$ cat src/rtl/mem_copy_dma.sv
// Bus-initiator DMA that copies len words from src_addr to dst_addr, one read then one write per word.
// Optional MEM_COPY_FILL_EN adds a fill mode that writes fill_data to every destination word.
module mem_copy_dma #(
    parameter int AW = 9,
    parameter int DW = 16
) (
    input  logic          clk,
    input  logic          reset,
    input  logic          start,
    input  logic [AW-1:0] src_addr,
    input  logic [AW-1:0] dst_addr,
    input  logic [AW-1:0] len,
`ifdef MEM_COPY_FILL_EN
    input  logic          fill,
    input  logic [DW-1:0] fill_data,
`endif
    input  logic          bus_gnt,
    input  logic [DW-1:0] read_data,
    output logic          bus_req,
    output logic [1:0]    mem_cmd,
    output logic [AW-1:0] mem_addr,
    output logic [DW-1:0] write_data,
    output logic          busy,
    output logic          done
);

    localparam logic [1:0]    MNONE  = 2'b00;
    localparam logic [1:0]    MREAD  = 2'b01;
    localparam logic [1:0]    MWRITE = 2'b10;
    localparam logic [AW-1:0] ZERO_A = {AW{1'b0}};
    localparam logic [AW-1:0] ONE_A  = {{(AW-1){1'b0}}, 1'b1};
    localparam logic [DW-1:0] ZERO_D = {DW{1'b0}};

    typedef enum logic [2:0] {
        IDLE = 3'd0,
        REQ  = 3'd1,
        RD   = 3'd2,
        CAP  = 3'd3,
        WR   = 3'd4,
        FIN  = 3'd5
    } state_t;

    state_t        state_r;
    logic [AW-1:0] src_r;
    logic [AW-1:0] dst_r;
    logic [AW-1:0] count_r;
    logic [DW-1:0] data_r;
    logic          zero_len_r;
`ifdef MEM_COPY_FILL_EN
    logic          fill_mode_r;
    logic [DW-1:0] fill_data_r;
`endif

    // Copy sequencer: state, address/count bookkeeping and all registered bus outputs.
    always_ff @(posedge clk or posedge reset) begin
        if (reset) begin
            state_r     <= IDLE;
            src_r       <= ZERO_A;
            dst_r       <= ZERO_A;
            count_r     <= ZERO_A;
            data_r      <= ZERO_D;
            zero_len_r  <= 1'b0;
`ifdef MEM_COPY_FILL_EN
            fill_mode_r <= 1'b0;
            fill_data_r <= ZERO_D;
`endif
            bus_req     <= 1'b0;
            mem_cmd     <= MNONE;
            mem_addr    <= ZERO_A;
            write_data  <= ZERO_D;
            busy        <= 1'b0;
            done        <= 1'b0;
        end else begin
            mem_cmd <= MNONE;
            done    <= 1'b0;
            case (state_r)
                IDLE: begin
                    if (start) begin
                        busy <= 1'b1;
                        if (len != ZERO_A) begin
                            src_r       <= src_addr;
                            dst_r       <= dst_addr;
                            count_r     <= len;
                            zero_len_r  <= 1'b0;
`ifdef MEM_COPY_FILL_EN
                            fill_mode_r <= fill;
                            fill_data_r <= fill_data;
`endif
                            bus_req     <= 1'b1;
                            state_r     <= REQ;
                        end else begin
                            // Empty copy never touches the bus; done is deferred to keep 2-cycle latency.
                            zero_len_r <= 1'b1;
                            state_r    <= FIN;
                        end
                    end else begin
                        busy <= 1'b0;
                    end
                end
                REQ: begin
                    if (bus_gnt) begin
`ifdef MEM_COPY_FILL_EN
                        state_r <= fill_mode_r ? WR : RD;
`else
                        state_r <= RD;
`endif
                    end
                end
                RD: begin
                    if (bus_gnt) begin
                        mem_cmd  <= MREAD;
                        mem_addr <= src_r;
                        state_r  <= CAP;
                    end
                end
                CAP: begin
                    data_r  <= read_data;
                    state_r <= WR;
                end
                WR: begin
                    if (bus_gnt) begin
                        mem_cmd  <= MWRITE;
                        mem_addr <= dst_r;
`ifdef MEM_COPY_FILL_EN
                        write_data <= fill_mode_r ? fill_data_r : data_r;
`else
                        write_data <= data_r;
`endif
                        src_r    <= src_r + ONE_A;
                        dst_r    <= dst_r + ONE_A;
                        count_r  <= count_r - ONE_A;
                        if (count_r == ONE_A) begin
                            bus_req <= 1'b0;
                            done    <= 1'b1;
                            state_r <= FIN;
                        end else begin
`ifdef MEM_COPY_FILL_EN
                            state_r <= fill_mode_r ? WR : RD;
`else
                            state_r <= RD;
`endif
                        end
                    end
                end
                FIN: begin
                    done       <= zero_len_r;
                    zero_len_r <= 1'b0;
                    bus_req    <= 1'b0;
                    busy       <= 1'b0;
                    state_r    <= IDLE;
                end
                default: begin
                    bus_req <= 1'b0;
                    busy    <= 1'b0;
                    state_r <= IDLE;
                end
            endcase
        end
    end

endmodule
$ cat config.mk
export PLATFORM = sky130hd
export DESIGN_NAME = mem_copy_dma
export DESIGN_NICKNAME = d
export VERILOG_FILES = /design/src/rtl/mem_copy_dma.sv
export SDC_FILE = /design/constraint.sdc
export NUM_CORES = 1
export LEC_CHECK = 0
export ABC_CLOCK_PERIOD_IN_PS = 3900
export BUFFER_PORTS_ARGS = -buffer_cell sky130_fd_sc_hd__buf_2
export CAP_MARGIN = 20
export CORE_MARGIN = 3
export CORE_UTILIZATION = 59
export DETAILED_ROUTE_END_ITERATION = 16
export PLACE_DENSITY = 0.86
export SKIP_LAST_GASP = 1
export SLEW_MARGIN = 25
export SYNTH_ARGS = -nofsm -noshare
export SYNTH_HDL_FRONTEND = slang
export SYNTH_SLANG_ARGS = --single-unit
export TNS_END_PERCENT = 30
$ cat constraint.sdc
create_clock -name clk -period 3.9 [get_ports clk]
set_input_delay 0.195 -clock clk [delete_from_list [all_inputs] [get_ports clk]]
set_output_delay 0.195 -clock clk [all_outputs]
set_load 0.005 [all_outputs]
==> impl_metrics.yaml <==
drt:
  drt_first_pass_iters: 5
  wirelength_um: 9550
  dr.max_layer_used: "met4"
  drt_iter0_drc: 355
  wl_met2_um: 4600
  drc: 0
  viasPerCell: 6.38
  vias: 3344
  wl_met1_um: 4000
  wl_met3_um: 723
  postRouteAntennaNets: 0
  wl_per_cell_um: 18.2
floorplanning:
  die_height_um: 87.0
  die_area_sq_um: 7570
  initial_core_util_pct: 63.1
  core_area_sq_um: 6130
  io_pins: 77
  num_rows: 28
  die_w_um: 87.0
synth:
  syn-num-nets: 424
  ys_warn_count: 0
  synthFlopType: "dfrtp_1"
  ys_types: 54
  synth_edf_count: 0
  synthArstFlopShare_pct: 100
  synth-seq-cells: 77
  avgSynthCellArea_sq_um: 10.4
  yosysTopAreaCellShare_pct: 49.8
  syn_inst: 373
  synthesis.area_sq_um: 3870
  yosysTopAreaCell: "dfrtp_1"
  synth_area_leaders: "dfrtp_1 (50%), mux2_2 (9.3%), o21ai_0 (3.2%), nand2_1 (3.1%), o22ai_1 (2.3%)"
  ys_seq_area_share_pct: 49.8
grt:
  grt_max_degree: 41
  grt_overflow: 0
  grt_pass1_vias: 3268
  grt_usage_pct: 26.9
  antenna_found_initial: 0
  grt_pass1_wl_um: 15800
timing:
  setup_violations: 0
  finalClockSkew_ns: 0.00771
  fin_crit_ns: 2.72
  max_clock_freq_ghz: 0.367
  final.setup.tns_ns: 0
  finalMaxSlewViolations: 0
  rsz0062_at_grt: "no"
  max_slew_margin_pct: 36.5
  fin_hold_ws_ns: 0.0809
  tightest_slew_ns: 0.952
  hold_viol_final: 0
  setup_ws_ns: 1.18
  post-route-period-util_pct: 69.8
critical_path:
  crit_chain: "or3b_1 > buf_4 > o32ai_4 > nor2_1 > o22a_1"
  cp.required_ns: 4.13
  crit_fanout: 26
  max_stage_delay_ns: 0.82
  critical-path-top-delay-family: "compound AO/OA/AOI/OAI gates"
  worstSetupEndpointType: "flop"
  crit_type: "reg -> reg"
  slowest_stage: "dfrtp_1"
  path_buf_inv: 1
  arrival_ns: 2.96
  startpoint_type: "flop"
pwr:
  p_sw_share_pct: 38.3
  power_frac_clock_pct: 16.5
  ir_drop_mv: 0.530
  pwr-share-comb_pct: 40.9
  p_leak_nw: 2.06
  pwr-share-seq_pct: 42.5
  power_density_nw_per_um2: 780
  switchingPower_mw: 1.34
  p_int_mw: 2.16
  power_mw: 3.50
layout:
  seqCellArea_sq_um: 1930
  diodes: 0
  layout.cells.non_filler: 524
  fin_util_pct: 73.1
  design_area_sq_um: 4480
  drive_above_1_share_pct: 30.7
  num-fill-cells: 426
  final_net_count: 497
  multi_input_area_sq_um: 1760
  syn_to_final_growth_pct: 15.8
clocking:
  cts_buffers: 9
  clk_latency_ns: 0.34
  cts_sinks: 77
  post_cts_buffers: 0
  cts_buffer_depth: 2
  clkTransAtPathRegs_ns: 0.08
  cts-root-buf: "clkbuf_8"
  cts_tree: "yes"
  htreeDepth: 3
place:
  dp_hpwl_um: 6550
  dpl.cell_count: 509
  dp_slack_ns: 1.25
  portBuffers: 76
  dpl-instance-area_sq_um: 4290
  gp_congestion: 0.892
worst_hold_path:
  hold_path_class: "in -> reg"
run_status:
  status: "complete, no violations"
run:
  max_cap_viol_count: 0
-- final cells by class --
cell class	count	share of cell area (%)
Sequential cell	77	43.0
Multi-Input combinational cell	253	39.3
Timing Repair Buffer	84	9.88
Clock buffer	12	3.24
Tap cell	75	2.09
Inverter	21	1.76
Clock inverter	2	0.781
-- cells in the mapped netlist (5+ instances only) --
master / number
a2bb2oi_1: 6
dfrtp_1: 77
nor2_1: 17
nand3_1: 8
o21ai_0: 25
a21oi_1: 13
a31oi_1: 7
nand2_1: 32
a22oi_1: 9
mux2_2: 32
inv_1: 20
o22ai_1: 14
o22a_1: 9
nor3_1: 12
buf_2: 6
clkbuf_1: 13
and3_1: 5
-- metal layers --
metal	vias up	GRT usage [%]
met5	-	0
met4	0	11.5
met3	24	7.10
met2	146	41.9
met1	1651	35.5
li1	1523	-
-- cell families (layout without fill, tap and decap cells) --
logic type	Yosys count	count (layout)	share of synthesized area, %
AOI/OAI and AO/OA	107	107	19.4
and+or+nand+nor	107	107	14.5
DFF	77	77	49.8
adders and majority gates	4	4	1.29
buffers and inverters	43	119	4.85
muxes	35	35	10.1
-- placed cells by master, fill, tap and decap left out, types with 10 or more instances in the layout --
master    synthesis  layout
nor3_1           12      12
dfrtp_1          77      77
a21oi_1          13      13
mux2_2           32      32
clkbuf_8          0      10
o21ai_0          25      25
nand2_1          32      32
o22ai_1          14      14
inv_1            20      19
buf_2             6      76
nor2_1           17      17
-- repair_timing --
item | 4_1_cts | 5_1_grt
hold buffers | 1 | 0
gates resized for setup | 0 | 0
endpoints found under the hold margin | 10 | 0
-- path summary, 6_finish.rpt --
path	cells past startpoint	endpoint	startpoint	slack, ns
hold reg to reg	2	mem_addr[0]	mem_addr[0]	0.47
setup / recovery	5	count_r[5]	state_r[2]	1.18
max in group asynchronous	4	mem_addr[5]	reset	2.36
min in group asynchronous	3	write_data[8]	reset	0.53
hold / removal	2	data_r[8]	read_data[8]	0.08
setup reg to reg	5	count_r[5]	state_r[2]	1.18
-- sequential cells by signal, indices dropped and copies added (netlist names) --
register    cells
bus_req         1
busy            1
count_r         9
data_r         16
done            1
dst_r           9
mem_addr        9
mem_cmd         2
src_r           9
state_r         3
write_data     16
zero_len_r      1
-- power groups by stage --
stage | clock network, mW | registers (mW) | logic, mW
after global routing | 0.626 | 1.53 | 1.59
after detailed placement | 0 | 1.49 | 1.42
after CTS | 0.584 | 1.48 | 1.43
after floorplan | 0 | 1.39 | 1.06
final | 0.578 | 1.49 | 1.43
after global placement | 0 | 1.45 | 1.35
Note: power is estimated with default switching activity, not from simulation.
